### src/rtl/rst_seq_pkg.sv
// Shared state encoding and default parameter values for the reset release sequencer.
package rst_seq_pkg;

  typedef enum logic [1:0] {
    ST_HOLD     = 2'd0,
    ST_RELEASE  = 2'd1,
    ST_WAIT_ACK = 2'd2,
    ST_DONE     = 2'd3
  } rst_seq_state_t;

  localparam int DEF_NUM_STAGES  = 4;
  localparam int DEF_SYNC_DEPTH  = 3;
  localparam int DEF_HOLD_CYCLES = 16;
  localparam int DEF_ACK_TIMEOUT = 64;

  function automatic int max_int(input int a, input int b);
    return (a > b) ? a : b;
  endfunction

endpackage

### src/rtl/reset_sync.sv
// Reset synchronizer: asserts asynchronously, deasserts after SYNC_DEPTH clock edges.
module reset_sync #(
  parameter int SYNC_DEPTH = 3
) (
  input  logic clk,
  input  logic rst_n,
  output logic sync_rst_n
);

  logic [SYNC_DEPTH-1:0] chain;

  always_ff @(posedge clk or negedge rst_n) begin
    if (!rst_n) chain <= '0;
    else        chain <= {chain[SYNC_DEPTH-2:0], 1'b1};
  end

  assign sync_rst_n = chain[SYNC_DEPTH-1];

endmodule

### src/rtl/reset_release_sequencer.sv
// Releases NUM_STAGES reset domains one at a time, each waiting for the previous ack.
// Optional ack timeout enabled by defining RST_SEQ_ACK_TIMEOUT_EN.
module reset_release_sequencer
  import rst_seq_pkg::*;
#(
  parameter int NUM_STAGES  = DEF_NUM_STAGES,
  parameter int SYNC_DEPTH  = DEF_SYNC_DEPTH,
  parameter int HOLD_CYCLES = DEF_HOLD_CYCLES,
  parameter int ACK_TIMEOUT = DEF_ACK_TIMEOUT
) (
  input  logic                  clk,
  input  logic                  rst_n,
  input  logic                  sw_req,
  input  logic [NUM_STAGES-1:0] stage_ack,
  output logic [NUM_STAGES-1:0] stage_rst_n,
  output logic                  busy,
  output logic                  all_released,
  output logic                  err_timeout
);

  localparam int CNT_MAX = max_int(HOLD_CYCLES, ACK_TIMEOUT);
  localparam int CNT_W   = $clog2(CNT_MAX + 1);
  localparam int K_W     = (NUM_STAGES > 1) ? $clog2(NUM_STAGES) : 1;

  localparam logic [CNT_W-1:0] HOLD_LAST = CNT_W'(HOLD_CYCLES - 1);
  localparam logic [K_W-1:0]   LAST_K    = K_W'(NUM_STAGES - 1);

  function automatic logic [CNT_W-1:0] sat_inc(input logic [CNT_W-1:0] v);
    return (v == {CNT_W{1'b1}}) ? v : v + 1'b1;
  endfunction

  logic           sync_rst_n;
  rst_seq_state_t state;
  logic [K_W-1:0] k;
  logic [CNT_W-1:0] hold_cnt;
  logic           timed_out;

  // Internal reset only ever deasserts through the synchronizer.
  reset_sync #(
    .SYNC_DEPTH (SYNC_DEPTH)
  ) u_reset_sync (
    .clk        (clk),
    .rst_n      (rst_n),
    .sync_rst_n (sync_rst_n)
  );

`ifdef RST_SEQ_ACK_TIMEOUT_EN
  localparam logic [CNT_W-1:0] TO_LAST = CNT_W'(ACK_TIMEOUT - 1);
  logic [CNT_W-1:0] to_cnt;

  assign timed_out = (state == ST_WAIT_ACK) && !stage_ack[k] && (to_cnt >= TO_LAST);

  always_ff @(posedge clk or negedge sync_rst_n) begin
    if (!sync_rst_n) begin
      to_cnt      <= '0;
      err_timeout <= 1'b0;
    end else begin
      if (state == ST_WAIT_ACK) to_cnt <= sat_inc(to_cnt);
      else                      to_cnt <= '0;
      if (state == ST_DONE && sw_req) err_timeout <= 1'b0;
      else if (timed_out)             err_timeout <= 1'b1;
    end
  end
`else
  assign timed_out   = 1'b0;
  assign err_timeout = 1'b0;
`endif

  always_ff @(posedge clk or negedge sync_rst_n) begin
    if (!sync_rst_n) begin
      state        <= ST_HOLD;
      k            <= '0;
      hold_cnt     <= '0;
      stage_rst_n  <= '0;
      busy         <= 1'b1;
      all_released <= 1'b0;
    end else begin
      case (state)
        ST_HOLD: begin
          if (hold_cnt >= HOLD_LAST) begin
            state    <= ST_RELEASE;
            k        <= '0;
            hold_cnt <= '0;
          end else begin
            hold_cnt <= sat_inc(hold_cnt);
          end
        end
        ST_RELEASE: begin
          stage_rst_n[k] <= 1'b1;
          state          <= ST_WAIT_ACK;
        end
        ST_WAIT_ACK: begin
          // A timeout is treated exactly like an ack so the sequence never stalls.
          if (stage_ack[k] || timed_out) begin
            if (k == LAST_K) begin
              state        <= ST_DONE;
              busy         <= 1'b0;
              all_released <= 1'b1;
            end else begin
              k     <= k + 1'b1;
              state <= ST_RELEASE;
            end
          end
        end
        ST_DONE: begin
          if (sw_req) begin
            state        <= ST_HOLD;
            k            <= '0;
            hold_cnt     <= '0;
            stage_rst_n  <= '0;
            busy         <= 1'b1;
            all_released <= 1'b0;
          end
        end
        default: state <= ST_HOLD;
      endcase
    end
  end

endmodule

### config.mk
export PLATFORM = sky130hd
export DESIGN_NAME = reset_release_sequencer
export DESIGN_NICKNAME = d
export VERILOG_FILES = /design/src/rtl/rst_seq_pkg.sv /design/src/rtl/reset_sync.sv /design/src/rtl/reset_release_sequencer.sv
export SDC_FILE = /design/constraint.sdc
export NUM_CORES = 1
export LEC_CHECK = 0
export ABC_AREA = 1
export CELL_PAD_IN_SITES_DETAIL_PLACEMENT = 0
export CELL_PAD_IN_SITES_GLOBAL_PLACEMENT = 1
export CORE_MARGIN = 2
export CORE_UTILIZATION = 42
export DETAILED_ROUTE_END_ITERATION = 8
export GPL_TIMING_DRIVEN = 0
export PLACE_DENSITY_LB_ADDON = 0.1
export RECOVER_POWER = 100
export SYNTH_ARGS = -nofsm -noshare
export SYNTH_HDL_FRONTEND = slang
export SYNTH_SLANG_ARGS = --single-unit
### constraint.sdc
create_clock -name clk -period 1.3 [get_ports clk]
set_clock_uncertainty 0.2 [all_clocks]
set_input_delay 0.26 -clock clk [delete_from_list [all_inputs] [get_ports clk]]
set_output_delay 0.26 -clock clk [all_outputs]
set_load 0.05 [all_outputs]
==> run metrics, run 1 <==
Synth Area in Simple Gates=0.227; run status=finished, violations left; DR pass1 iterations=4; min Tclk post-route=1.48 ns; largest family of logic cells by synthesized area=simple AND/OR/NAND/NOR gates; R2R Path End=hold_cnt[2]; compound-gate portion of the synthesized area=0.0736; final WL=1810 um; Critical path destination=hold_cnt[2]; Synth area leader=dfrtp_1; Final Non-Filler Cells=172; initial antenna violation count=0; root buf cell=clkbuf_4; final worst slack=-0.185 ns; ANT nets after route=0; vias post-DR=789; Die Height=52.0 um; synthesized area=968 sq um; worst reg-to-reg setup slack=-0.18 ns; fmax=0.674 GHz; CTS Sinks=20; Initial Util=0.442; FP Rows=17; first-pass GRT wire length=3060 um; Yosys top cell area share=0.491; worst vdd ir=1.19 mV; Cell Chain, Critical Path=ha_2 -> nand2_1 -> nor2_1 -> nor2_2 -> nand2_1 -> nor2_2 -> nand3_1 -> o21ai_1; vias in the first global route=770; slowest cell on the critical path=dfrtp_1; DRC viols=0; Hold Path Class=flop to asynchronous set/reset pin; total gr overflow=0; Ports=14; clk buf depth=2; Worst Setup Slack post-DPL=-0.460 ns; met1 Use GR=0.178; Crit path largest cell delay=0.40 ns; Final Hold Violating Endpoints=0; top cells by area, synth=dfrtp_1 (49%), nand2_1 (10%), inv_1 (7.8%), ha_1 (6.5%), nor2_1 (5.4%); max-cap viol count=0; Layout fillers=200; power per cell area=2270 nW/um^2; Worst-path clk slew=0.11 ns; CP Max Fanout=3; GPL Wtd Cong=0.709; Clock Latency Late Sink=0.30 ns; Setup Viol. Count Final=17; largest net degree at the start of global routing=18; # placed instances=154; Post-Syn Area per Cell=8.49 sq um; Worst R2R Path Depth=8; Die Area=2710 sq um; Slew HR=0.541; Core ar.=2190 sq um; Synth Area in XOR/XNOR=0.00904; buffers and inverters on the worst path=0; worst path required time=1.33 ns; vias per inst=4.59; Max Slew Vio Count=0; post-synthesis mux area share=0.0103; Post-Synth Adder-Cell Area=0.0646; met2 usage=0.274; Leakage Power=0.718 nW; part of the cycle the worst path needs=1.14; CP startpoint kind=flop; critical path depth in cells=8; failing checks=negative setup slack; unrepaired setup endpoints after global routing=true; YS warnings=0; layout cells sized above 1=0.410; Syn Nets=126; Die Width=52.0 um; WL/cell=10.5 um; Critical Path Source=hold_cnt[0]; Critical Path Sink Type=flop; sequential area share after synthesis=0.518; number of H-tree levels=1; # port buffers=12; hpwl dp=1200 um; Initial DRC Count=8; CTS tree=built; Area Growth Syn to Fin=46.6%; total CTS buffers=3; #FFs+latches synth=20; Synth Instances=114; Setup Crit Path Kind=flop to flop; met3 Use GR=0.0287; total track usage=0.152; Worst R2R Start=hold_cnt[0]; library cells used by synthesis=20; slew at the pin with the worst max-slew slack=0.688 ns; n_diodes=0; Crit path arrival time=1.51 ns; Layout Nets=157; gr busiest metal=met2; CP top delay family=simple AND/OR/NAND/NOR gates
## worst min-delay path by stage
stage                           from               endpoint  slack, ns  cells after the start
2_1_floorplan                  rst_n  u_reset_sync.chain[0]      -0.24                      0
3_3_place_gp   u_reset_sync.chain[2]            hold_cnt[5]       0.11                      0
3_5_place_dp   u_reset_sync.chain[2]            hold_cnt[5]       0.11                      0
4_1_cts        u_reset_sync.chain[2]            hold_cnt[5]       0.12                      0
5_1_grt        u_reset_sync.chain[2]            hold_cnt[5]       0.18                      0
6_report       u_reset_sync.chain[2]            hold_cnt[5]       0.09                      0
## through the flow
step	hold WS [ns]	TNS, ns	utilization	area, sq um	total power, mW
after floorplan	-0.236	-0.584	-	991	1.89
after global placement	0.111	-6.39	0.523	1150	2.18
after detailed placement	0.109	-6.36	0.523	1150	2.20
after CTS	0.117	-2.03	0.606	1330	3.03
after global routing	0.175	-3.13	0.648	1420	3.48
final	0.0906	-1.67	0.648	1420	3.22
## registers in the layout, summed over array words and instances (netlist names)
register,cells
stage_rst_n,4
state,2
hold_cnt,7
k,2
busy,1
u_reset_sync.chain,3
all_released,1
## cell usage after synthesis (all sizes together)
library cell  instances
buf                   1
mux2i                 1
dfrtp                19
nand4                 3
a21boi                1
conb                  2
nand2                26
xor2                  1
nand3                 8
a21oi                 5
o21a                  1
dfstp                 1
inv                  21
nor2                 15
o21ai                 4
ha                    5
## logic make-up after synthesis
group,count (synthesis)
flip-flops,20
other,2
multiplexers,1
adder cells (fa/ha/maj),5
buffers and inverters,22
AND/OR/NAND/NOR,52
AO/OA/AOI/OAI,11
XOR/XNOR,1
## layer usage
layer | share of wire | vias to the layer above
met2 | 0.51 | 12
li1 | - | 410
met1 | 0.44 | 363
met3 | 0.032 | 4
met4 | 0.013 | 0
met5 | 0 | -
## power by group
part / internal (mW) / switching, mW / leakage [nW]
Combinational: 0.772 / 0.949 / 0.444
Sequential: 0.827 / 0.179 / 0.246
Clock: 0.312 / 0.186 / 0.0279
## area by class of cell
| type | instances | area [sq um] | share of cell area |
|---|---|---|---|
| clock buffers | 3 | 22.5 | 0.0159 |
| repair buffers | 26 | 246 | 0.174 |
| clock inverters | 1 | 30.0 | 0.0211 |
| well taps | 28 | 35.0 | 0.0247 |
| flip-flops and latches | 20 | 505 | 0.356 |
| inverters | 21 | 78.8 | 0.0555 |
| plain buffers | 1 | 7.51 | 0.00529 |
| multi-input cells | 72 | 494 | 0.348 |
## timing repair
item / 4_1_cts / 5_1_grt
resized for setup: 58 / 17
hold endpoints to repair: 3 / 0
buffers inserted: 7 / 6
hold buffers: 1 / 0
endpoints found under the setup margin: 20 / 23
pin swaps: 5 / 6
cloned: 0 / 0
## cells in the final DEF (no fill, tap or decap), types with 4 or more instances in the layout
master,n
nand2_1,19
inv_1,18
dfrtp_1,16
buf_4,12
nor2_1,9
buf_6,7
nand2_2,5
nand3_2,5
clkdlybuf4s50_1,5
a21oi_2,4
Note: power is estimated with default switching activity, not from simulation.
==> inputs of run 2 (changes only) <==
Settings changed: CORE_UTILIZATION 42 to 45, DONT_BUFFER_PORTS from default to 1.
==> run 2 against run 1 <==
Compared with the run above: first-iteration DRC count up 50%; largest cell class unchanged; global-route usage up 2.0 points; design area down 8.4%; utilization up 0.18 points; fmax down 0.21%; combinational power down 27%; via count down 2.5%; total power down 6.4%; worst hold slack worse by 0.097 ns; the flow finishes with violations (negative hold slack, negative setup slack); largest power group unchanged; register-to-register slack about the same; critical path type unchanged.
==> run metrics, run 2 (synthesis results as in run 1) <==
slew at the pin with the worst max-slew slack=0.700 ns (+0.0122 ns); Clk pwr share=0.168 (+0.014); FP Rows=16 (-1); P_sw=1.33 mW (+0.97%); ANT nets after route=0 (unchanged); leading cell types in the layout, fill and taps excluded=inv_1 (18), nand2_1 (18), dfrtp_1 (12); n_diodes=0 (unchanged); Critical Path Source=hold_cnt[1]; root buf cell=clkbuf_4; Setup Crit Path Kind=flop to flop; # placed instances=141 (-8.4%); part of the cycle the worst path needs=1.14 (+0.00241); Worst Setup Slack post-DPL=-0.204 ns (+0.256 ns); Layout Nets=144 (-8.3%); Ports=14 (unchanged); power per cell area=2320 nW/um^2 (+2.1%); number of H-tree levels=1 (unchanged); # port buffers=0 (-12); Initial Util=0.484 (+0.0417); sw frac=0.440 (+0.0322); gr busiest metal=met2; max reg flops=7 (unchanged); total CTS buffers=3 (unchanged); CP Max Fanout=3 (unchanged); Endpoint, Worst Hold=state[0]; initial antenna violation count=0 (unchanged); worst path required time=1.35 ns (+0.02 ns); max-cap viol count=0 (unchanged); Worst-path clk slew=0.11 ns (about the same); utilization after layout=0.650 (+0.00180); hold path cells=3; total track usage=0.172 (+0.0197); Final Hold Violating Endpoints=1 (+1); met1 Use GR=0.217 (+0.0390); min Tclk post-route=1.49 ns (+0.00314 ns); unrepaired setup endpoints after global routing=true; Max Slew Vio Count=0 (unchanged); Hold Path Class=primary input to flop; Final Non-Filler Cells=158 (-8.1%); run status=finished, violations left; first-pass GRT wire length=3190 um (+4.0%); post-route cell area=1300 sq um (-8.4%); largest net degree at the start of global routing=18 (unchanged); layout cells sized above 1=0.412 (+0.00249); vias post-DR=769 (-2.5%); worst vdd ir=1.30 mV (+9.8%); CTS Sinks=20 (unchanged); final worst slack=-0.188 ns (-0.00314 ns); final WL=2010 um (+11%); vias in the first global route=719 (-6.6%); worst reg-to-reg setup slack=-0.19 ns (about the same); P_int=1.69 mW (-12%); worst hold slack=-0.00625 ns (-0.0968 ns); total gr overflow=0 (unchanged); sequential power share=0.416 (+0.104); combinational share of power=0.416 (-0.118); Worst R2R Start=hold_cnt[1]; Worst R2R Path Depth=8 (unchanged); clk buf depth=2 (unchanged); Slew HR=0.533 (-0.00811); Placed Instance Area=1020 sq um (-11%); Initial DRC Count=12 (+4); Critical Path Sink Type=flop; critical hold path startpoint=sw_req; Clock Latency Late Sink=0.30 ns (about the same); WL/cell=12.7 um (+21%); Setup Viol. Count Final=17 (unchanged); CTS tree=built; top flop regs=hold_cnt: 7 flops, stage_rst_n: 4 flops, u_reset_sync.chain: 3 flops; CP startpoint kind=flop; GPL Wtd Cong=0.748 (+5.5%); Biggest register=hold_cnt; fmax=0.672 GHz (-0.21%); Die Area=2540 sq um (-6.2%); Leakage Power=0.646 nW (-10%); Die Height=50.4 um (-3.1%); hpwl dp=1160 um (-3.0%); met3 Use GR=0.0565 (+0.0278); failing checks=negative hold slack, negative setup slack; Area Growth Syn to Fin=34.4%; R2R Path End=hold_cnt[3]; Crit path arrival time=1.53 ns (+0.02 ns); DRC viols=0 (unchanged); met2 usage=0.272 (-0.00233); vias per inst=4.87 (+6.1%); Die Width=50.4 um (-3.1%); Core ar.=2000 sq um (-8.6%); DR pass1 iterations=6 (+2)
run 2: changes by cell type in the layout (fill, tap and decap cells not counted), moves of 4 or more:
cell / delta
dfrtp_2: +4
clkdlybuf4s50_1: -5
dfrtp_1: -4
buf_4: -4
buf_6: -4
run 2: timing repair:
item,CTS,global route
setup endpoints to repair,19,21
buffers inserted,6,5
pin swaps,6,11
resized for setup,6,31
hold buffers,2,0
hold endpoints to repair,3,0
cloned,0,1
run 2: per-stage QoR:
step / hold slack, ns / total power [mW] / TNS (ns)
after detailed placement: -0.236 / 2.06 / -1.87
after global placement: -0.236 / 2.04 / -1.77
after CTS: 0.0100 / 2.73 / -2.29
final: -0.00625 / 3.02 / -1.81
after global routing: 0.00491 / 3.23 / -3.30
after floorplan: -0.236 / 1.89 / -0.584
run 2: metal layers:
metal | up-vias | share of wire | routed length (um)
li1 | 388 | - | -
met1 | 359 | 0.45 | 901
met2 | 18 | 0.49 | 975
met3 | 4 | 0.047 | 95
met4 | 0 | 0.016 | 33
met5 | - | 0 | 0
run 2: critical path, stage by stage (launching register included):
cell     delay, ns
dfrtp_1       0.40
ha_2          0.20
nand2_2       0.07
nor2_2        0.04
nor2_2        0.11
nand2_1       0.08
nor2_2        0.14
inv_1         0.07
a21oi_2       0.12
run 2: final cells by class:
class / count / area, sq um
fill: 181 / 701
sequential: 20 / 510
multi-input combinational: 73 / 507
timing repair buffer: 12 / 106
inverter: 21 / 83.8
tap: 27 / 33.8
clock inverter: 1 / 30.0
clock buffer: 3 / 22.5
buffer: 1 / 7.51
run 2: power by group through the flow:
stage / clock [mW] / combinational [mW] / sequential [mW]
2_1_floorplan: 0 / 0.670 / 1.22
3_3_place_gp: 0 / 0.784 / 1.26
3_5_place_dp: 0 / 0.800 / 1.26
4_1_cts: 0.521 / 0.980 / 1.23
5_1_grt: 0.548 / 1.40 / 1.29
6_report: 0.506 / 1.26 / 1.25
run 2: how the worst max path moves through the flow:
stage / slack, ns / endpoint / cells after the start
detailed placement: -0.20 / k[0] / 8
finish: -0.19 / hold_cnt[3] / 8
floorplan: -0.1 / hold_cnt[3] / 8
CTS: -0.21 / hold_cnt[3] / 8
global route: -0.30 / hold_cnt[2] / 8
global placement: -0.21 / k[0] / 8
